File: src/rtl/nand_phy_rd_calib.sv
// Read-capture calibration sequencer for one NAND DQ byte lane.
// It requests a training read and scores the 0/90/180/270 phase samples
// against an alternating 0x00/0xFF pattern. It then picks the clk0 capture
// phase (0 or 180) and releases or re-asserts the lane's IDDR reset.
module nand_phy_rd_calib #(
    parameter int unsigned DQ_WIDTH    = 8,
    parameter int unsigned N_SAMPLES   = 64,
    parameter int unsigned SKIP_CYCLES = 4,
    parameter int unsigned TIMEOUT     = 1023,
    parameter int unsigned PASS_THRESH = 56
) (
    input  logic                clk0,
    input  logic                rst0,
    input  logic                calib_start,
    output logic                calib_rd_req,
    input  logic                calib_rd_valid,
    input  logic [DQ_WIDTH-1:0] calib_dq_rise_0,
    input  logic [DQ_WIDTH-1:0] calib_dq_rise_90,
    input  logic [DQ_WIDTH-1:0] calib_dq_rise_180,
    input  logic [DQ_WIDTH-1:0] calib_dq_rise_270,
    output logic                dq_iddr_rst,
    output logic                calib_clk0_sel,
    output logic                calib_busy,
    output logic                calib_done,
    output logic [1:0]          calib_err,
    output logic [7:0]          score_0,
    output logic [7:0]          score_90,
    output logic [7:0]          score_180,
    output logic [7:0]          score_270
);

    localparam int unsigned TW = $clog2(TIMEOUT + 1);

    typedef enum logic [2:0] {
        S_IDLE, S_ARM, S_WAIT, S_SKIP, S_SCORE, S_DECIDE, S_FAIL, S_DONE
    } state_t;

    state_t              state, state_nxt;
    logic [TW-1:0]       tmo_cnt;
    logic [3:0]          skip_cnt;
    logic [7:0]          smp_cnt;
    logic [DQ_WIDTH-1:0] prev_0, prev_90, prev_180, prev_270;
    logic [7:0]          win_score;

    // A sample scores when all bits agree and it is the inverse of the previous one.
    function automatic logic is_hit(input logic [DQ_WIDTH-1:0] s, input logic [DQ_WIDTH-1:0] p);
        return ((s == '0) || (s == '1)) && (s == ~p);
    endfunction

    // Saturating score increment.
    function automatic logic [7:0] bump(input logic [7:0] sc, input logic h);
        return (h && (sc != 8'hFF)) ? sc + 8'd1 : sc;
    endfunction

    assign win_score = (score_0 >= score_180) ? score_0 : score_180;

    // State register.
    always_ff @(posedge clk0 or posedge rst0) begin
        if (rst0) state <= S_IDLE;
        else      state <= state_nxt;
    end

    // Next-state logic. The valid cycle that leaves WAIT only marks the start
    // of the read stream; SKIP then discards SKIP_CYCLES further valid cycles.
    always_comb begin
        state_nxt = state;
        case (state)
            S_IDLE, S_DONE: if (calib_start) state_nxt = S_ARM;
            S_ARM:          state_nxt = S_WAIT;
            S_WAIT: begin
                if (calib_rd_valid)
                    state_nxt = (SKIP_CYCLES == 0) ? S_SCORE : S_SKIP;
                else if (tmo_cnt == TW'(TIMEOUT - 1))
                    state_nxt = S_FAIL;
            end
            S_SKIP: if (calib_rd_valid && (skip_cnt == 4'(SKIP_CYCLES - 1))) state_nxt = S_SCORE;
            S_SCORE: begin
                if (!calib_rd_valid)
                    state_nxt = S_FAIL;
                else if (smp_cnt == 8'(N_SAMPLES - 1))
                    state_nxt = S_DECIDE;
            end
            S_DECIDE, S_FAIL: state_nxt = S_DONE;
            default:          state_nxt = S_IDLE;
        endcase
    end

    // Datapath: counters, scoring, phase decision and lane control outputs.
    always_ff @(posedge clk0 or posedge rst0) begin
        if (rst0) begin
            calib_rd_req   <= 1'b0;
            dq_iddr_rst    <= 1'b1;
            calib_clk0_sel <= 1'b1;
            calib_busy     <= 1'b0;
            calib_done     <= 1'b0;
            calib_err      <= 2'b00;
            score_0        <= '0;
            score_90       <= '0;
            score_180      <= '0;
            score_270      <= '0;
            prev_0         <= '0;
            prev_90        <= '0;
            prev_180       <= '0;
            prev_270       <= '0;
            tmo_cnt        <= '0;
            skip_cnt       <= '0;
            smp_cnt        <= '0;
        end else begin
            case (state)
                S_IDLE, S_DONE: begin
                    if (calib_start) begin
                        calib_busy <= 1'b1;
                        calib_done <= 1'b0;
                        calib_err  <= 2'b00;
                        score_0    <= '0;
                        score_90   <= '0;
                        score_180  <= '0;
                        score_270  <= '0;
                        prev_0     <= '0;
                        prev_90    <= '0;
                        prev_180   <= '0;
                        prev_270   <= '0;
                        tmo_cnt    <= '0;
                        skip_cnt   <= '0;
                        smp_cnt    <= '0;
                    end
                end
                S_ARM: begin
                    dq_iddr_rst  <= 1'b0;
                    calib_rd_req <= 1'b1;
                end
                S_WAIT: begin
                    if (!calib_rd_valid) begin
                        if (tmo_cnt == TW'(TIMEOUT - 1)) calib_err <= 2'b01;
                        else                             tmo_cnt   <= tmo_cnt + 1'b1;
                    end
                end
                S_SKIP: begin
                    if (calib_rd_valid) begin
                        skip_cnt <= skip_cnt + 4'd1;
                        prev_0   <= calib_dq_rise_0;
                        prev_90  <= calib_dq_rise_90;
                        prev_180 <= calib_dq_rise_180;
                        prev_270 <= calib_dq_rise_270;
                    end
                end
                S_SCORE: begin
                    if (!calib_rd_valid) begin
                        calib_err <= 2'b10;
                    end else begin
                        score_0   <= bump(score_0,   is_hit(calib_dq_rise_0,   prev_0));
                        score_90  <= bump(score_90,  is_hit(calib_dq_rise_90,  prev_90));
                        score_180 <= bump(score_180, is_hit(calib_dq_rise_180, prev_180));
                        score_270 <= bump(score_270, is_hit(calib_dq_rise_270, prev_270));
                        prev_0    <= calib_dq_rise_0;
                        prev_90   <= calib_dq_rise_90;
                        prev_180  <= calib_dq_rise_180;
                        prev_270  <= calib_dq_rise_270;
                        smp_cnt   <= smp_cnt + 8'd1;
                    end
                end
                S_DECIDE: begin
                    calib_rd_req <= 1'b0;
                    calib_busy   <= 1'b0;
                    calib_done   <= 1'b1;
                    if (win_score >= 8'(PASS_THRESH)) begin
                        calib_clk0_sel <= (score_0 >= score_180);
                        calib_err      <= 2'b00;
                    end else begin
                        calib_err      <= 2'b11;
                    end
                end
                S_FAIL: begin
                    calib_rd_req <= 1'b0;
                    dq_iddr_rst  <= 1'b1;
                    calib_busy   <= 1'b0;
                    calib_done   <= 1'b1;
                end
                default: ;
            endcase
        end
    end

endmodule

File: config.mk
export PLATFORM = sky130hd
export DESIGN_NAME = nand_phy_rd_calib
export DESIGN_NICKNAME = d
export VERILOG_FILES = /design/src/rtl/nand_phy_rd_calib.sv
export SDC_FILE = /design/constraint.sdc
export NUM_CORES = 1
export LEC_CHECK = 0
export CAP_MARGIN = 25
export CORE_MARGIN = 3
export CORE_UTILIZATION = 55
export CTS_BUF_LIST = sky130_fd_sc_hd__clkbuf_4 sky130_fd_sc_hd__clkbuf_8 sky130_fd_sc_hd__clkbuf_16
export DETAILED_ROUTE_END_ITERATION = 6
export PLACE_DENSITY = 0.88
export SYNTH_ARGS = -nofsm -noshare
export SYNTH_HDL_FRONTEND = slang
export SYNTH_SLANG_ARGS = --single-unit
File: constraint.sdc
create_clock -name clk0 -period 3.95 [get_ports clk0]
set_input_delay 0.79 -clock clk0 [delete_from_list [all_inputs] [get_ports clk0]]
set_output_delay 0.79 -clock clk0 [all_outputs]
set_load 0.03 [all_outputs]
==> flow_metrics.env, run 1 <==
export IMPL_status="complete, no violations"
export IMPL_ys_ff_latch=96
export IMPL_required_ps=4240
export IMPL_synth_area_per_cell_sq_um=8.99
export IMPL_antenna_cells=0
export IMPL_async_flop_share_pct=100
export IMPL_ys_seq_area_share_pct=45.4
export IMPL_rows=35
export IMPL_cts_setup_buffers=0
export IMPL_max_stage_delay_ps=650
export IMPL_crit_family="simple AND/OR/NAND/NOR gates"
export IMPL_die_h_um=104
export IMPL_drtIter0Drc=280
export IMPL_start_kind="input pin"
export IMPL_cts_path_max_buffers=2
export IMPL_ys_types=57
export IMPL_worst_path_buf_inv=1
export IMPL_avgRoutedWirePerCell_um=16.1
export IMPL_placed_area_sq_um=6210
export IMPL_p_sw_mw=1.20
export IMPL_fillers=716
export IMPL_max_freq_ghz=0.332
export IMPL_cp_arrival_ps=3310
export IMPL_fin_cells=796
export IMPL_grt_start_max_net_pins=61
export IMPL_fp_coreArea_sq_um=9280
export IMPL_dp_final_hpwl_um=9150
export IMPL_grt_pass1_vias=4603
export IMPL_yosysTopAreaCell="dfrtp_1"
export IMPL_finalHoldViolCount=0
export IMPL_io_buffer_count=74
export IMPL_slew_headroom_pct=47.6
export IMPL_vdd_drop_max_mv=0.248
export IMPL_drt_vias_per_instance=5.90
export IMPL_hold_buffers=0
export IMPL_track_usage_pct=24.4
export IMPL_critPathMaxFanout=12
export IMPL_fin_nets=714
export IMPL_layout_commonest_cell="nand2_1"
export IMPL_drive_above_1_share_pct=6.15
export IMPL_synth_edf_count=0
export IMPL_dp_cells=779
export IMPL_crit_slowest_cell="or4_4"
export IMPL_root_buffer="clkbuf_8"
export IMPL_via_count=4699
export IMPL_synth_area_leaders="dfrtp_1 44%, nand2_1 7.2%, xnor2_1 5.0%"
export IMPL_r2r_start="state[2]$_DFFE_PP0P_"
export IMPL_path_cells="clkdlybuf4s50_1, nand4bb_1, o211a_1, or4_4, or4_1, a21oi_1"
export IMPL_syn2layout_area_growth_pct=20.9
export IMPL_pwr_share_comb_pct=35.4
export IMPL_die_w_um=104
export IMPL_ctsResizeCount=0
export IMPL_route_detailed_drc=0
export IMPL_rsz0062_at_grt="false"
export IMPL_initial_core_util_pct=57.1
export IMPL_yosys_area_top_type_share_pct=44.4
export IMPL_holdCritStartpoint="calib_clk0_sel$_DFFE_PP1P_"
export IMPL_hold_ws_ps=493
export IMPL_ioPinCount=75
export IMPL_skew_ps=14.9
export IMPL_min_period_ps=3010
export IMPL_worstMarginPinSlew_ps=782
export IMPL_powerDensity_nw_per_um2=483
export IMPL_syn_nets=642
export IMPL_cts_tree="done"
export IMPL_p_leak_nw=2.67
export IMPL_dr_pass1_iters=6
export IMPL_worstSetupPathType="input pin to flop"
export IMPL_insertion_delay_ps=360
export IMPL_die_area_sq_um=10900
export IMPL_final_setup_tns_ps=0
export IMPL_ys_flop_type="dfrtp_1"
export IMPL_cp_startpoint="calib_rd_valid"
export IMPL_sw_frac_of_total_pct=38.6
export IMPL_hold_class="flop to flop"
export IMPL_final_util_pct=69.0
export IMPL_finish_instance_area_sq_um=6410
export IMPL_power_share_clock_pct=21.1
export IMPL_grt_first_pass_wirelength_um=21900
export IMPL_grt_ovfl_total=0
export IMPL_ant_nets=0
export IMPL_end_kind="flop"
export IMPL_clock_sinks=96
export IMPL_pwr_share_seq_pct=43.6
export IMPL_final_cell_mix="102 x nand2_1, 94 x dfrtp_1, 74 x clkdlybuf4s50_1, 51 x o21ai_0, 40 x nor2_1"
export IMPL_slew_violations=0
export IMPL_setup_viol=0
export IMPL_drv_cap=0
export IMPL_numCtsBuffers=9
export IMPL_clk_pin_slew_ps=90
export IMPL_wirelength_um=12800
export IMPL_post_route_period_util_pct=76.3
export IMPL_yosys_warnings=0
export IMPL_netlist_instances=590
export IMPL_cts_htree_levels=3
export IMPL_place_congestion=0.862
export IMPL_antenna_found_initial=0
export IMPL_p_int_mw=1.90
export IMPL_synth_area_sq_um=5300
==> state kept, by name (all words and copies together) (netlist names), 8 cells and up <==
| register | flops |
|---|---|
| prev_270 | 8 |
| score_0 | 8 |
| tmo_cnt | 10 |
| smp_cnt | 8 |
| score_180 | 8 |
| score_270 | 8 |
| score_90 | 8 |
| prev_90 | 8 |
| prev_180 | 8 |
| prev_0 | 8 |
==> logic make-up after synthesis <==
group,count (synthesis),share of synthesized area [%]
DFF,96,45.4
buffers and inverters,44,3.68
adders and majority gates,16,3.78
muxes,4,0.755
xor gates and xnor gates,53,8.76
AOI/OAI and AO/OA,113,12.8
and+or+nand+nor,264,24.8
==> area by class of cell <==
class | count | area, sq um | area share [%]
clock buffer | 13 | 154 | 2.40
clock inverter | 3 | 42.5 | 0.664
timing repair buffer | 85 | 853 | 13.3
multi-input combinational | 450 | 2720 | 42.4
inverter | 20 | 76.3 | 1.19
tap | 129 | 161 | 2.52
sequential | 96 | 2400 | 37.5
==> routing by layer <==
layer	vias to the layer above	GRT usage [%]	routed length, um
met5	-	0	0
met4	0	9.88	239
met3	15	3.10	536
met2	159	42.0	6610
met1	2293	31.3	5430
li1	2232	-	-
==> Yosys cell counts, types with 2 or more instances <==
cell type / instances
buf_6: 4
nand2b_1: 2
a211o_1: 2
and4b_1: 2
nor4b_1: 2
nor2_1: 41
nand4b_1: 3
a211oi_1: 2
and3_1: 9
nand3_1: 29
or4_1: 7
o21a_1: 3
and2_1: 2
o211ai_1: 2
nor4bb_1: 3
inv_1: 20
a21oi_1: 23
mux2i_1: 4
or2_2: 2
ha_1: 16
xor2_1: 23
o2111ai_1: 2
dfstp_2: 2
nand4_1: 21
or3_1: 11
nor4_1: 9
nor2b_1: 2
o21ai_1: 2
or4b_2: 2
o31ai_1: 8
nor3_1: 9
xnor2_1: 30
clkbuf_1: 19
o21ai_0: 51
dfrtp_1: 94
nand2_1: 102
a31oi_1: 4
o31a_1: 2
==> final timing paths <==
kind / end / slack [ps] / cells past startpoint
min: calib_clk0_sel$_DFFE_PP1P_ / 490 / 2
min in group asynchronous: prev_0[1]$_DFFE_PP0P_ / 820 / 2
max: score_270[7]$_DFFE_PP0P_ / 940 / 6
max in group asynchronous: dq_iddr_rst$_DFFE_PP1P_ / 2370 / 3
min reg2reg: calib_clk0_sel$_DFFE_PP1P_ / 490 / 2
max reg2reg: score_270[7]$_DFFE_PP0P_ / 1080 / 5
==> through the flow <==
stage	total power [mW]	setup WS (ps)
2_1_floorplan	2.09	658
3_3_place_gp	2.34	669
6_report	3.09	938
4_1_cts	3.09	959
3_5_place_dp	2.44	589
5_1_grt	3.29	802
==> worst reg2reg max path: cells and delay by family, from the launching register on <==
family	cells	cell delay, ps
compound gates	2	490
flops	1	860
simple gates	3	1460
==> power by group through the flow <==
stage                     sequential, mW  clock, mW  combinational (mW)
after floorplan                     1.34          0               0.751
after CTS                           1.34      0.655                1.09
after global routing                1.37      0.703                1.21
after detailed placement            1.36          0                1.08
after global placement              1.35          0               0.996
final                               1.35      0.652                1.09
No activity file was read; power rests on OpenSTA's default activity.
==> run 2, diff against run 1 <==
--- a/config.mk
+++ b/config.mk
@@ -7,10 +7,10 @@
 export LEC_CHECK = 0
 export CAP_MARGIN = 25
 export CORE_MARGIN = 3
-export CORE_UTILIZATION = 55
+export CORE_UTILIZATION = 50
 export CTS_BUF_LIST = sky130_fd_sc_hd__clkbuf_4 sky130_fd_sc_hd__clkbuf_8 sky130_fd_sc_hd__clkbuf_16
 export DETAILED_ROUTE_END_ITERATION = 6
-export PLACE_DENSITY = 0.88
+export PLACE_DENSITY = 0.85
 export SYNTH_ARGS = -nofsm -noshare
 export SYNTH_HDL_FRONTEND = slang
 export SYNTH_SLANG_ARGS = --single-unit
==> constraint.sdc (replaced) <==
create_clock -name clk0 -period 2.5 [get_ports clk0]
set_input_delay 0.5 -clock clk0 [delete_from_list [all_inputs] [get_ports clk0]]
set_output_delay 0.5 -clock clk0 [all_outputs]
set_load 0.03 [all_outputs]
==> flow_metrics.env, run 2 (synthesized netlist as in run 1, its figures left out) <==
export IMPL_final_util_pct=67.7
export IMPL_r2r_start="state[0]$_DFFE_PP0P_"
export IMPL_clk_pin_slew_ps=110
export IMPL_max_flop_register="tmo_cnt"
export IMPL_route_detailed_drc=0
export IMPL_drtIter0Drc=286
export IMPL_path_cells="clkdlybuf4s50_1, or4_1, nor2_2, nor2_1, or4_4, or4_1, a21oi_1"
export IMPL_cts_tree="done"
export IMPL_avgRoutedWirePerCell_um=16.0
export IMPL_cts_path_max_buffers=2
export IMPL_die_w_um=109
export IMPL_grt_start_max_net_pins=34
export IMPL_ant_nets=0
export IMPL_slew_headroom_pct=51.7
export IMPL_insertion_delay_ps=380
export IMPL_regToRegEndpoint="score_180[7]$_DFFE_PP0P_"
export IMPL_hold_buffers=0
export IMPL_layout_commonest_cell="nand2_1"
export IMPL_post_route_period_util_pct=98.1
export IMPL_largest_reg_flops=10
export IMPL_p_leak_nw=2.89
export IMPL_initial_core_util_pct=52.8
export IMPL_grt_pass1_vias=4921
export IMPL_root_buffer="clkbuf_8"
export IMPL_worstSetupPathType="input pin to flop"
export IMPL_antenna_cells=0
export IMPL_fin_nets=755
export IMPL_drv_cap=0
export IMPL_hold_class="input pin to flop"
export IMPL_drt_vias_per_instance=5.76
export IMPL_skew_ps=11.7
export IMPL_holdCritStartpoint="calib_dq_rise_270[0]"
export IMPL_wirelength_um=13400
export IMPL_total_power_mw=5.08
export IMPL_ioPinCount=75
export IMPL_track_usage_pct=23.9
export IMPL_cp_startpoint="calib_dq_rise_270[2]"
export IMPL_min_period_ps=2450
export IMPL_worstMarginPinSlew_ps=723
export IMPL_grt_ovfl_total=0
export IMPL_numCtsBuffers=9
export IMPL_antenna_found_initial=0
export IMPL_final_cell_mix="102 x nand2_1, 93 x dfrtp_1, 70 x clkdlybuf4s50_1, 51 x o21ai_0, 48 x buf_4"
export IMPL_cpMostUsedCell="or4_1"
export IMPL_critPathMaxFanout=5
export IMPL_required_ps=2810
export IMPL_end_kind="flop"
export IMPL_clock_sinks=96
export IMPL_r2r_cells=8
export IMPL_setup_viol=0
export IMPL_place_congestion=0.872
export IMPL_powerDensity_nw_per_um2=747
export IMPL_grt_first_pass_wirelength_um=22600
export IMPL_cp_arrival_ps=2760
export IMPL_status="complete, no violations"
export IMPL_worst_path_buf_inv=1
export IMPL_rows=36
export IMPL_vdd_drop_max_mv=0.387
export IMPL_via_count=4847
export IMPL_die_area_sq_um=11900
export IMPL_fp_coreArea_sq_um=10000
export IMPL_start_kind="input pin"
export IMPL_io_buffer_count=74
export IMPL_finalHoldViolCount=0
export IMPL_crit_end="score_270[5]$_DFFE_PP0P_"
export IMPL_crit_cells=7
export IMPL_drive_above_1_share_pct=13.0
export IMPL_dp_final_hpwl_um=9580
export IMPL_crit_family="simple AND/OR/NAND/NOR gates"
export IMPL_cts_htree_levels=3
export IMPL_dr_pass1_iters=4
export IMPL_slew_violations=0
export IMPL_max_stage_delay_ps=560
export IMPL_crit_slowest_cell="or4_1"
export IMPL_max_freq_ghz=0.408
export IMPL_r2r_slack_ps=200
export IMPL_syn2layout_area_growth_pct=28.2
export IMPL_die_h_um=109
export IMPL_final_setup_tns_ps=0
[run 2: worst min path at each step]
stage | depth (start not counted) | slack, ps | endpoint
final | 3 | 460 | prev_270[0]$_DFFE_PP0P_
after global routing | 3 | 460 | prev_270[0]$_DFFE_PP0P_
after CTS | 2 | 490 | calib_clk0_sel$_DFFE_PP1P_
after detailed placement | 2 | 480 | calib_clk0_sel$_DFFE_PP1P_
after global placement | 2 | 470 | prev_180[5]$_DFFE_PP0P_
after floorplan | 2 | 450 | prev_0[5]$_DFFE_PP0P_
[run 2: through the flow]
stage / cells / area [sq um] / worst slack (ps) / hold slack, ps
2_1_floorplan: 590 / 5320 / -53.0 / 455
3_3_place_gp: 821 / 6500 / -366 / 469
3_5_place_dp: 821 / 6500 / -438 / 476
4_1_cts: 839 / 6730 / 67.5 / 491
5_1_grt: 841 / 6800 / -2.99 / 457
6_report: 841 / 6800 / 46.9 / 461
[run 2: tightest hold or removal path, delay by kind of cell]
family          cells  cell delay (ps)
buf+inv             1              160
compound gates      1               70
simple gates        1               70
[run 2: what timing repair did]
item | CTS | global route
resized for setup | 1 | 14
gates cloned | 2 | 0
pin swaps | 2 | 4
setup buffers | 0 | 2
setup endpoints to repair | 6 | 13
[run 2: power by group]
group | total (mW) | internal, mW | switching, mW | leakage [nW]
clock | 1.01 | 0.393 | 0.620 | 0.0968
combinational | 2.00 | 0.776 | 1.23 | 1.49
sequential | 2.06 | 1.83 | 0.229 | 1.30
total | 5.08 | 3.00 | 2.08 | 2.89
[run 2: routing by layer]
layer / track usage, % / part of all wire [%]
met3: 3.26 / 3.6
met2: 42.3 / 51
met4: 10.0 / 2.3
met1: 29.2 / 43
met5: 0 / 0
[run 2: cell type report]
cell class | count | area [sq um]
inverter | 20 | 78.8
tap | 133 | 166
fill | 765 | 3250
clock inverter | 7 | 75.1
multi-input combinational | 451 | 2790
clock buffer | 9 | 124
sequential | 96 | 2410
timing repair buffer | 125 | 1160
==> run 3, diff against run 2 <==
--- a/config.mk
+++ b/config.mk
@@ -14,3 +14,4 @@
 export SYNTH_ARGS = -nofsm -noshare
 export SYNTH_HDL_FRONTEND = slang
 export SYNTH_SLANG_ARGS = --single-unit
+export TNS_END_PERCENT = 50
==> constraint.sdc (replaced) <==
create_clock -name clk0 -period 2.5 [get_ports clk0]
set_input_delay 0.25 -clock clk0 [delete_from_list [all_inputs] [get_ports clk0]]
set_output_delay 0.25 -clock clk0 [all_outputs]
set_load 0.03 [all_outputs]
==> flow_metrics.env, run 3 (synthesized netlist as in run 1, its figures left out) <==
export IMPL_status="complete, no violations"
export IMPL_vdd_drop_max_mv=0.494
export IMPL_wirelength_um=13200
export IMPL_die_w_um=109
export IMPL_finalHoldViolCount=0
export IMPL_pwr_share_comb_pct=39.5
export IMPL_pwr_share_seq_pct=41.5
export IMPL_skew_ps=15.1
export IMPL_post_route_period_util_pct=95.1
export IMPL_cp_arrival_ps=2650
export IMPL_path_cells="xnor2_1, nor4_1, buf_4, nand2_1, or4_4, or4_1, a21oi_1"
export IMPL_fin_nets=742
export IMPL_route_detailed_drc=0
export IMPL_initial_core_util_pct=52.8
export IMPL_r2r_cells=7
export IMPL_critPathMaxFanout=5
export IMPL_insertion_delay_ps=350
export IMPL_syn2layout_area_growth_pct=24.8
export IMPL_r2r_slack_ps=120
export IMPL_clk_pin_slew_ps=90
export IMPL_grt_pass1_vias=4872
export IMPL_p_leak_nw=2.79
export IMPL_antenna_cells=0
export IMPL_antenna_found_initial=0
export IMPL_avgRoutedWirePerCell_um=15.9
export IMPL_grt_start_max_net_pins=65
export IMPL_dp_final_hpwl_um=9710
export IMPL_worstSetupPathType="flop to flop"
export IMPL_place_congestion=0.906
export IMPL_drt_vias_per_instance=5.82
export IMPL_slew_headroom_pct=54.2
export IMPL_crit_slowest_cell="or4_4"
export IMPL_power_share_clock_pct=18.9
export IMPL_dp_cells=811
export IMPL_required_ps=2770
export IMPL_worstMarginPinSlew_ps=685
export IMPL_fp_coreArea_sq_um=10000
export IMPL_powerDensity_nw_per_um2=746
export IMPL_die_area_sq_um=11900
export IMPL_numCtsBuffers=9
export IMPL_dp_slack_ps=-181
export IMPL_end_kind="flop"
export IMPL_max_stage_delay_ps=510
export IMPL_drv_cap=0
export IMPL_ioPinCount=75
export IMPL_seq_area_sq_um=2400
export IMPL_die_h_um=109
export IMPL_fillers=758
export IMPL_slew_violations=0
export IMPL_final_setup_tns_ps=0
export IMPL_final_cell_mix="102 x nand2_1, 94 x dfrtp_1, 74 x clkdlybuf4s50_1, 51 x o21ai_0, 40 x nor2_1"
export IMPL_ant_nets=0
export IMPL_setup_ws_ps=123
export IMPL_cts_tree="done"
export IMPL_r2r_start="prev_270[4]$_DFFE_PP0P_"
export IMPL_clock_sinks=96
export IMPL_hold_ws_ps=340
export IMPL_cts_setup_buffers=0
export IMPL_multi_input_area_sq_um=2720
export IMPL_dr_pass1_iters=5
export IMPL_io_buffer_count=74
export IMPL_drive_above_1_share_pct=10.1
export IMPL_cts_htree_levels=3
export IMPL_p_sw_mw=1.94
export IMPL_layout_commonest_cell="nand2_1"
export IMPL_fin_cells=828
export IMPL_grt_ovfl_total=0
export IMPL_cp_startpoint="prev_270[4]$_DFFE_PP0P_"
export IMPL_rsz0062_at_grt="false"
export IMPL_p_int_mw=3.00
export IMPL_grt_first_pass_wirelength_um=22000
export IMPL_rows=36
export IMPL_cts_path_max_buffers=2
export IMPL_largest_reg_flops=10
export IMPL_start_kind="flop"
export IMPL_max_freq_ghz=0.421
export IMPL_track_usage_pct=22.9
export IMPL_hold_class="input pin to async pin"
export IMPL_final_util_pct=65.9
export IMPL_regToRegEndpoint="score_270[7]$_DFFE_PP0P_"
export IMPL_sw_frac_of_total_pct=39.3
export IMPL_setup_viol=0
export IMPL_drtIter0Drc=289
export IMPL_via_count=4822
export IMPL_max_flop_register="tmo_cnt"
export IMPL_root_buffer="clkbuf_8"
export IMPL_min_period_ps=2380
run 3: cell count changes in the layout (fill, tap and decap cells not counted), moves of 2 or more:
| cell | change |
|---|---|
| buf_4 | -12 |
| inv_6 | -3 |
| clkbuf_4 | +3 |
| clkdlybuf4s50_1 | +4 |
| nor4_2 | -2 |
| clkinv_8 | -2 |
| dlymetal6s2s_1 | -4 |
| nor4_1 | +2 |
run 3: stage by stage:
step,area (sq um),total power [mW]
2_1_floorplan,5310,3.30
3_3_place_gp,6420,3.87
3_5_place_dp,6420,3.97
4_1_cts,6590,4.89
5_1_grt,6620,5.26
6_report,6620,4.94
run 3: how the worst max path moves through the flow:
stage | endpoint | slack [ps] | depth (start not counted)
finish | score_270[7]$_DFFE_PP0P_ | 120 | 7
global route | score_270[7]$_DFFE_PP0P_ | 20 | 6
CTS | tmo_cnt[9]$_DFFE_PP0P_ | 110 | 7
detailed placement | score_270[7]$_DFFE_PP0P_ | -180 | 6
global placement | score_270[5]$_DFFE_PP0P_ | -70 | 6
floorplan | score_270[7]$_DFFE_PP0P_ | 0.9 | 8
run 3: area by class of cell:
class                           count  share of cell area [%]
Multi-Input combinational cell    450                    41.1
Sequential cell                    96                    36.3
Timing Repair Buffer              113                    16.2
Tap cell                          133                    2.51
Clock buffer                       12                    2.21
Inverter                           20                    1.19
Clock inverter                      4                   0.435
run 3: power by group through the flow:
| stage | registers (mW) | clock network [mW] | logic [mW] |
|---|---|---|---|
| 6_report | 2.05 | 0.935 | 1.95 |
| 3_5_place_dp | 2.08 | 0 | 1.89 |
| 4_1_cts | 2.05 | 0.948 | 1.90 |
| 3_3_place_gp | 2.05 | 0 | 1.82 |
| 2_1_floorplan | 2.11 | 0 | 1.19 |
| 5_1_grt | 2.08 | 1.02 | 2.16 |
run 3: metal layers:
metal	vias up	routed length [um]	global-route usage, %
met5	-	0	0
met4	0	216	7.75
met3	23	558	3.79
met2	145	6850	41.0
met1	2359	5540	28.0
li1	2295	-	-
run 3: critical path, delay by kind of cell (launching register included):
family	cells	cell delay (ps)
simple gates	4	1370
buf+inv	1	180
flops	1	420
compound gates	1	190
xor+xnor	1	140
run 3: repair_timing:
action / CTS / global route
endpoints found under the setup margin: 0 / 2
gates resized for setup: 0 / 1
hold buffers: 0 / 0
hold endpoints to repair: 0 / 0
